$ cat src/rtl/fp_align_add_pkg.sv
// Shared types and constants for the binary32 align/add front stage.
// The FP_SPECIAL_CASE_EN macro adds NaN/Inf flags to the stage payloads.
package fp_pkg;

  localparam int unsigned EXP_W     = 8;
  localparam int unsigned MAN_W     = 23;
  localparam int unsigned MANT_W    = MAN_W + 1;
  localparam int unsigned SUM_W     = MANT_W + 1;
  localparam int unsigned EXP_BIAS  = 127;
  localparam int unsigned SHIFT_SAT = 26;
  localparam int unsigned EXP_MAX   = 255;

  typedef struct packed {
    logic             sign;
    logic [EXP_W-1:0] exp;
    logic [MAN_W-1:0] man;
  } fp32_t;

  // Stage 1 -> stage 2 payload: ordered, aligned operands
  typedef struct packed {
    logic [MANT_W-1:0] manL;
    logic [MANT_W-1:0] shifted;
    logic [EXP_W-1:0]  expL;
    logic              sign;
    logic              effSub;
    logic              sticky;
`ifdef FP_SPECIAL_CASE_EN
    logic              isNan;
    logic              isInf;
`endif
  } s1_t;

  // Stage 2 payload: what the normalize stage consumes
  typedef struct packed {
    logic [MANT_W-1:0] result;
    logic [EXP_W-1:0]  exp;
    logic              sign;
    logic              sticky;
`ifdef FP_SPECIAL_CASE_EN
    logic              isNan;
    logic              isInf;
`endif
  } s2_t;

  // Denormals have a hidden 0 and behave as exponent 1
  function automatic logic [MANT_W-1:0] fullMan(input fp32_t x);
    return {(x.exp != '0), x.man};
  endfunction

  function automatic logic [EXP_W-1:0] effExp(input fp32_t x);
    return (x.exp == '0) ? EXP_W'(1) : x.exp;
  endfunction

endpackage

$ cat src/rtl/fp_align_add_shift_sticky.sv
// Combinational mantissa right shifter with saturation and sticky collection.
module fp_shift_sticky
  import fp_pkg::*;
(
  input  logic [MANT_W-1:0] manIn,
  input  logic [EXP_W-1:0]  shiftAmt,
  output logic [MANT_W-1:0] manOut_c,
  output logic              sticky_c
);

  // Past SHIFT_SAT every bit lands in sticky; below it, mask the shifted-out bits
  always_comb begin
    manOut_c = '0;
    sticky_c = 1'b0;
    if (shiftAmt >= EXP_W'(SHIFT_SAT)) begin
      sticky_c = |manIn;
    end else begin
      manOut_c = manIn >> shiftAmt;
      sticky_c = |(manIn & ~({MANT_W{1'b1}} << shiftAmt));
    end
  end

endmodule

$ cat src/rtl/fp_align_add.sv
// Two-stage binary32 unpack/align and add/sub front end with valid/ready flow.
// Optional macro FP_SPECIAL_CASE_EN adds is_nan/is_inf outputs.
module fp_align_add
  import fp_pkg::*;
(
  input  logic              clk,
  input  logic              rst,
  input  logic              in_valid,
  output logic              in_ready,
  input  logic [31:0]       op_a,
  input  logic [31:0]       op_b,
  input  logic              op_sub,
  output logic              out_valid,
  input  logic              out_ready,
  output logic [MANT_W-1:0] aligned_result,
  output logic [EXP_W-1:0]  exponent_out,
  output logic              aligned_sign,
  output logic              sticky_bit
`ifdef FP_SPECIAL_CASE_EN
  ,
  output logic              is_nan,
  output logic              is_inf
`endif
);

  fp32_t             opA, opB, opL, opS;
  logic              swap;
  logic              effSub;
  logic [EXP_W-1:0]  expL, expS, dExp;
  logic [MANT_W-1:0] manS, shifted;
  logic              shSticky;
  logic [SUM_W-1:0]  sum;
  logic              s1Valid, outValidQ, s2Ready;
  s1_t               s1D, s1Q;
  s2_t               s2D, s2Q;

  assign opA = fp32_t'(op_a);
  assign opB = fp32_t'(op_b);

  assign s2Ready  = !outValidQ || out_ready;
  assign in_ready = !s1Valid || s2Ready;

  // Order by raw {exp,man}; equal magnitudes keep A as the large operand
  always_comb begin
    swap   = {opB.exp, opB.man} > {opA.exp, opA.man};
    effSub = opA.sign ^ opB.sign ^ op_sub;
    opL    = swap ? opB : opA;
    opS    = swap ? opA : opB;
    expL   = effExp(opL);
    expS   = effExp(opS);
    dExp   = expL - expS;
    manS   = fullMan(opS);
  end

  fp_shift_sticky uShift (
    .manIn   (manS),
    .shiftAmt(dExp),
    .manOut_c(shifted),
    .sticky_c(shSticky)
  );

  always_comb begin
    s1D         = '0;
    s1D.manL    = fullMan(opL);
    s1D.shifted = shifted;
    s1D.expL    = expL;
    s1D.sign    = swap ? (opB.sign ^ op_sub) : opA.sign;
    s1D.effSub  = effSub;
    s1D.sticky  = shSticky;
`ifdef FP_SPECIAL_CASE_EN
    begin
      logic aInf, bInf, aNan, bNan;
      aInf = (opA.exp == EXP_W'(EXP_MAX)) && (opA.man == '0);
      bInf = (opB.exp == EXP_W'(EXP_MAX)) && (opB.man == '0);
      aNan = (opA.exp == EXP_W'(EXP_MAX)) && (opA.man != '0);
      bNan = (opB.exp == EXP_W'(EXP_MAX)) && (opB.man != '0);
      s1D.isNan = aNan || bNan || (aInf && bInf && effSub);
      s1D.isInf = !s1D.isNan && (aInf || bInf);
      if (s1D.isInf) s1D.sign = aInf ? opA.sign : (opB.sign ^ op_sub);
    end
`endif
  end

  // Add/sub; a carry shifts right once and folds the dropped bit into sticky
  always_comb begin
    sum = s1Q.effSub ? ({1'b0, s1Q.manL} - {1'b0, s1Q.shifted})
                     : ({1'b0, s1Q.manL} + {1'b0, s1Q.shifted});
    s2D        = '0;
    s2D.result = sum[MANT_W-1:0];
    s2D.exp    = s1Q.expL;
    s2D.sign   = s1Q.sign;
    s2D.sticky = s1Q.sticky;
    if (sum[SUM_W-1]) begin
      s2D.result = sum[SUM_W-1:1];
      s2D.exp    = s1Q.expL + EXP_W'(1);
      s2D.sticky = s1Q.sticky | sum[0];
    end
    if (sum == '0 && !s1Q.sticky) s2D = '0;
`ifdef FP_SPECIAL_CASE_EN
    if (s1Q.isNan) begin
      s2D        = '0;
      s2D.isNan  = 1'b1;
      s2D.result = {2'b11, {(MANT_W-2){1'b0}}};
      s2D.exp    = EXP_W'(EXP_MAX);
    end else if (s1Q.isInf) begin
      s2D       = '0;
      s2D.isInf = 1'b1;
      s2D.sign  = s1Q.sign;
      s2D.exp   = EXP_W'(EXP_MAX);
    end
`endif
  end

  always_ff @(posedge clk) begin
    if (rst) begin
      s1Valid   <= 1'b0;
      s1Q       <= '0;
      outValidQ <= 1'b0;
      s2Q       <= '0;
    end else begin
      if (in_ready) begin
        s1Valid <= in_valid;
        if (in_valid) s1Q <= s1D;
      end
      if (s2Ready) begin
        outValidQ <= s1Valid;
        if (s1Valid) s2Q <= s2D;
      end
    end
  end

  assign out_valid      = outValidQ;
  assign aligned_result = s2Q.result;
  assign exponent_out   = s2Q.exp;
  assign aligned_sign   = s2Q.sign;
  assign sticky_bit     = s2Q.sticky;
`ifdef FP_SPECIAL_CASE_EN
  assign is_nan = s2Q.isNan;
  assign is_inf = s2Q.isInf;
`endif

endmodule

$ cat config.mk
export PLATFORM = sky130hd
export DESIGN_NAME = fp_align_add
export DESIGN_NICKNAME = d
export VERILOG_FILES = /design/src/rtl/fp_align_add_pkg.sv /design/src/rtl/fp_align_add_shift_sticky.sv /design/src/rtl/fp_align_add.sv
export SDC_FILE = /design/constraint.sdc
export NUM_CORES = 1
export LEC_CHECK = 0
export CAP_MARGIN = 10
export CORE_MARGIN = 2
export CORE_UTILIZATION = 60
export DETAILED_ROUTE_END_ITERATION = 7
export PLACE_DENSITY = 0.94
export RECOVER_POWER = 25
export SETUP_SLACK_MARGIN = 0.3
export SLEW_MARGIN = 0
export SYNTH_ARGS = -nofsm -noshare
export SYNTH_HDL_FRONTEND = slang
export SYNTH_SLANG_ARGS = --single-unit
$ cat constraint.sdc
create_clock -name clk -period 18.1 [get_ports clk]
set_input_delay 3.62 -clock clk [delete_from_list [all_inputs] [get_ports clk]]
set_output_delay 3.62 -clock clk [all_outputs]
set_load 0.01 [all_outputs]
==> qor.csv <==
metric,value,unit
synth_ff_type,dfxtp_1,
vdd_drop_max,108,uV
cts.htree.levels,3,
dr_wl_met3,2.87,mm
hold_viol,0,
postCtsSetupRepairBufs,0,
cp-start-kind,input pin,
place_hpwl,23.3,mm
clock_skew,6.99,ps
clock.fmax,92.6,MHz
crit_slowest_cell,a2bb2oi_4,
route.met2.wl,14.3,mm
min_period,10800,ps
slew_headroom,26.4,%
end_kind,flip-flop,
fill_cells,1189,
rsz0062_at_grt,false,
cp_slowest_stage_delay,830,ps
critPathRequiredTime,18400,ps
finalNetCount,1430,
tightest_slew,1100,ps
core_area,14600,sq um
min-delay-start,sticky_bit$_SDFFE_PP0P_,
diodes,0,
wl,30.3,mm
async_reset_ff_share,0,%
cts.clk_slew.worst_paths,70,ps
syn-num-nets,1357,
antenna_found_initial,0,
grt_pass1_vias,9248,
highest_layer,met4,
path_class,in -> reg,
wire_per_inst,20.4,microns
cp.arrival,11110,ps
grt_overflow,0,
dr.first_iter.drc_count,1322,
tns,0,ps
start_util,61.6,%
layout_commonest_cell,nor2_1,
cts-root-buf,clkbuf_16,
clock-sinks,95,
drive_gt1_share,5.92,%
yosys.cell_types.count,81,
die_h,127,microns
slew_violations,0,
crit_family,compound AO/OA/AOI/OAI gates,
rr_startpoint,s1Q[13]$_SDFFE_PP0P_,
crit_path_max_fanout,35,
routed_via_density,6.68,
yosysWarnings,0,
grt_pass1_wl,47.7,mm
multiInputGateArea,6720,sq um
fin_crit_sh,59.7,%
drt-met1-wl,12.0,mm
mostFrequentLayoutCells,"nor2_1 (151), nand2_1 (146), dfxtp_1 (95)",
io_buffers,104,
maxCapViolCount,0,
critical_path.most_common_cell,a31oi_1,
drt_first_pass_iters,7,
drc_errors,0,
vias,9920,
cts_hold_buf,0,
whs,445,ps
syn_area,9030,sq um
num_rows,44,
synth_cells,1222,
cts_resized,0,
seq_area_frac_synth,21.1,%
fin_area,10600,sq um
crit_start,op_a[9],
clk_latency,360,ps
finalWeightedCongestion,1.04,
grt_start_max_net_pins,64,
leakage,0.00436,uW
power.density,144,nW/um^2
pin_count,105,
clk_path_buf_depth,2,
synth_edf_count,0,
placed_cell_area,10200,sq um
avgSynthCellArea,7.39,sq um
regArea,1900,sq um
numCtsBuffers,9,
ys_ff_latch,95,
cts_tree,yes,
drtAntennaViolNets,0,
status,completed,
setup_viol,0,
worstPathBufferInverterCount,4,
areaGrowthSynthToFinish,17.3,%
hp-class,reg -> reg,
die_area,16000,sq um
die_w,127,microns
track_usage,36.9,%
[cells in the mapped netlist, types with 11 or more instances]
master	count	area, sq um
a211oi_1	11	82.6
a21o_1	11	82.6
a21oi_1	79	395
a22oi_1	16	120
a311oi_1	27	236
a31oi_1	18	113
and3_1	11	68.8
clkbuf_1	43	161
dfxtp_1	95	1900
ha_1	64	801
inv_1	58	218
mux2i_1	58	581
nand2_1	146	548
nand3_1	26	130
nand4_1	18	113
nor2_1	152	571
nor3_1	35	175
nor4_1	15	93.8
o21ai_0	70	350
xnor2_1	40	350
xor2_1	16	140
[path summary, 6_finish.rpt]
path | to | cells past startpoint | slack [ps]
max | s1Q[13]$_SDFFE_PP0P_ | 25 | 7300
min | sticky_bit$_SDFFE_PP0P_ | 2 | 450
max reg2reg | exponent_out[7]$_SDFFE_PP0P_ | 18 | 12710
min reg2reg | sticky_bit$_SDFFE_PP0P_ | 2 | 450
[through the flow]
step	power [uW]	setup WS (ps)	util [%]	cells
after floorplan	1010	8810	-	1222
after global placement	1250	7290	69.9	1468
after detailed placement	1270	7090	69.9	1468
after CTS	1500	7420	72.3	1484
after global routing	1610	6890	72.3	1484
final	1520	7300	72.3	1484
[report_power, final]
| group | internal, uW | switching [uW] | leakage [uW] |
|---|---|---|---|
| clock | 137 | 90.8 | 0.000168 |
| combinational | 414 | 616 | 0.00341 |
| sequential | 241 | 22.7 | 0.000778 |
[cell type report]
type | count | area share [%]
tap | 184 | 2.17
clock buffer | 9 | 2.13
clock inverter | 7 | 1.19
sequential | 95 | 18.0
multi-input combinational | 1010 | 63.5
inverter | 59 | 2.09
timing repair buffer | 120 | 10.9
[state kept, by name, indices dropped and copies added, names as in the netlist]
name / count
sticky_bit: 1
aligned_result: 24
s1Q: 59
aligned_sign: 1
exponent_out: 8
out_valid: 1
s1Valid: 1
[worst reg2reg max path: cells and delay by family, from the launching register on]
kind / cells / cell delay (ps)
flops: 1 / 370
simple gates: 6 / 2550
xor+xnor: 2 / 300
fa+ha+maj: 1 / 370
compound gates: 7 / 1360
buf+inv: 2 / 340
[per-layer routing]
metal	track usage, %	vias up
li1	-	4661
met1	46.7	4563
met2	63.3	579
met3	6.20	117
met4	14.0	0
met5	0	-
[cells by family after synthesis]
| family | count (synthesis) | synth area share, % |
|---|---|---|
| AOI/OAI and AO/OA | 344 | 25.6 |
| muxes | 73 | 9.30 |
| xor gates and xnor gates | 56 | 5.43 |
| DFF | 95 | 21.1 |
| adders and majority gates | 67 | 9.42 |
| and+or+nand+nor | 470 | 24.1 |
| buffers and inverters | 117 | 5.07 |
Note: power is estimated with default switching activity, not from simulation.
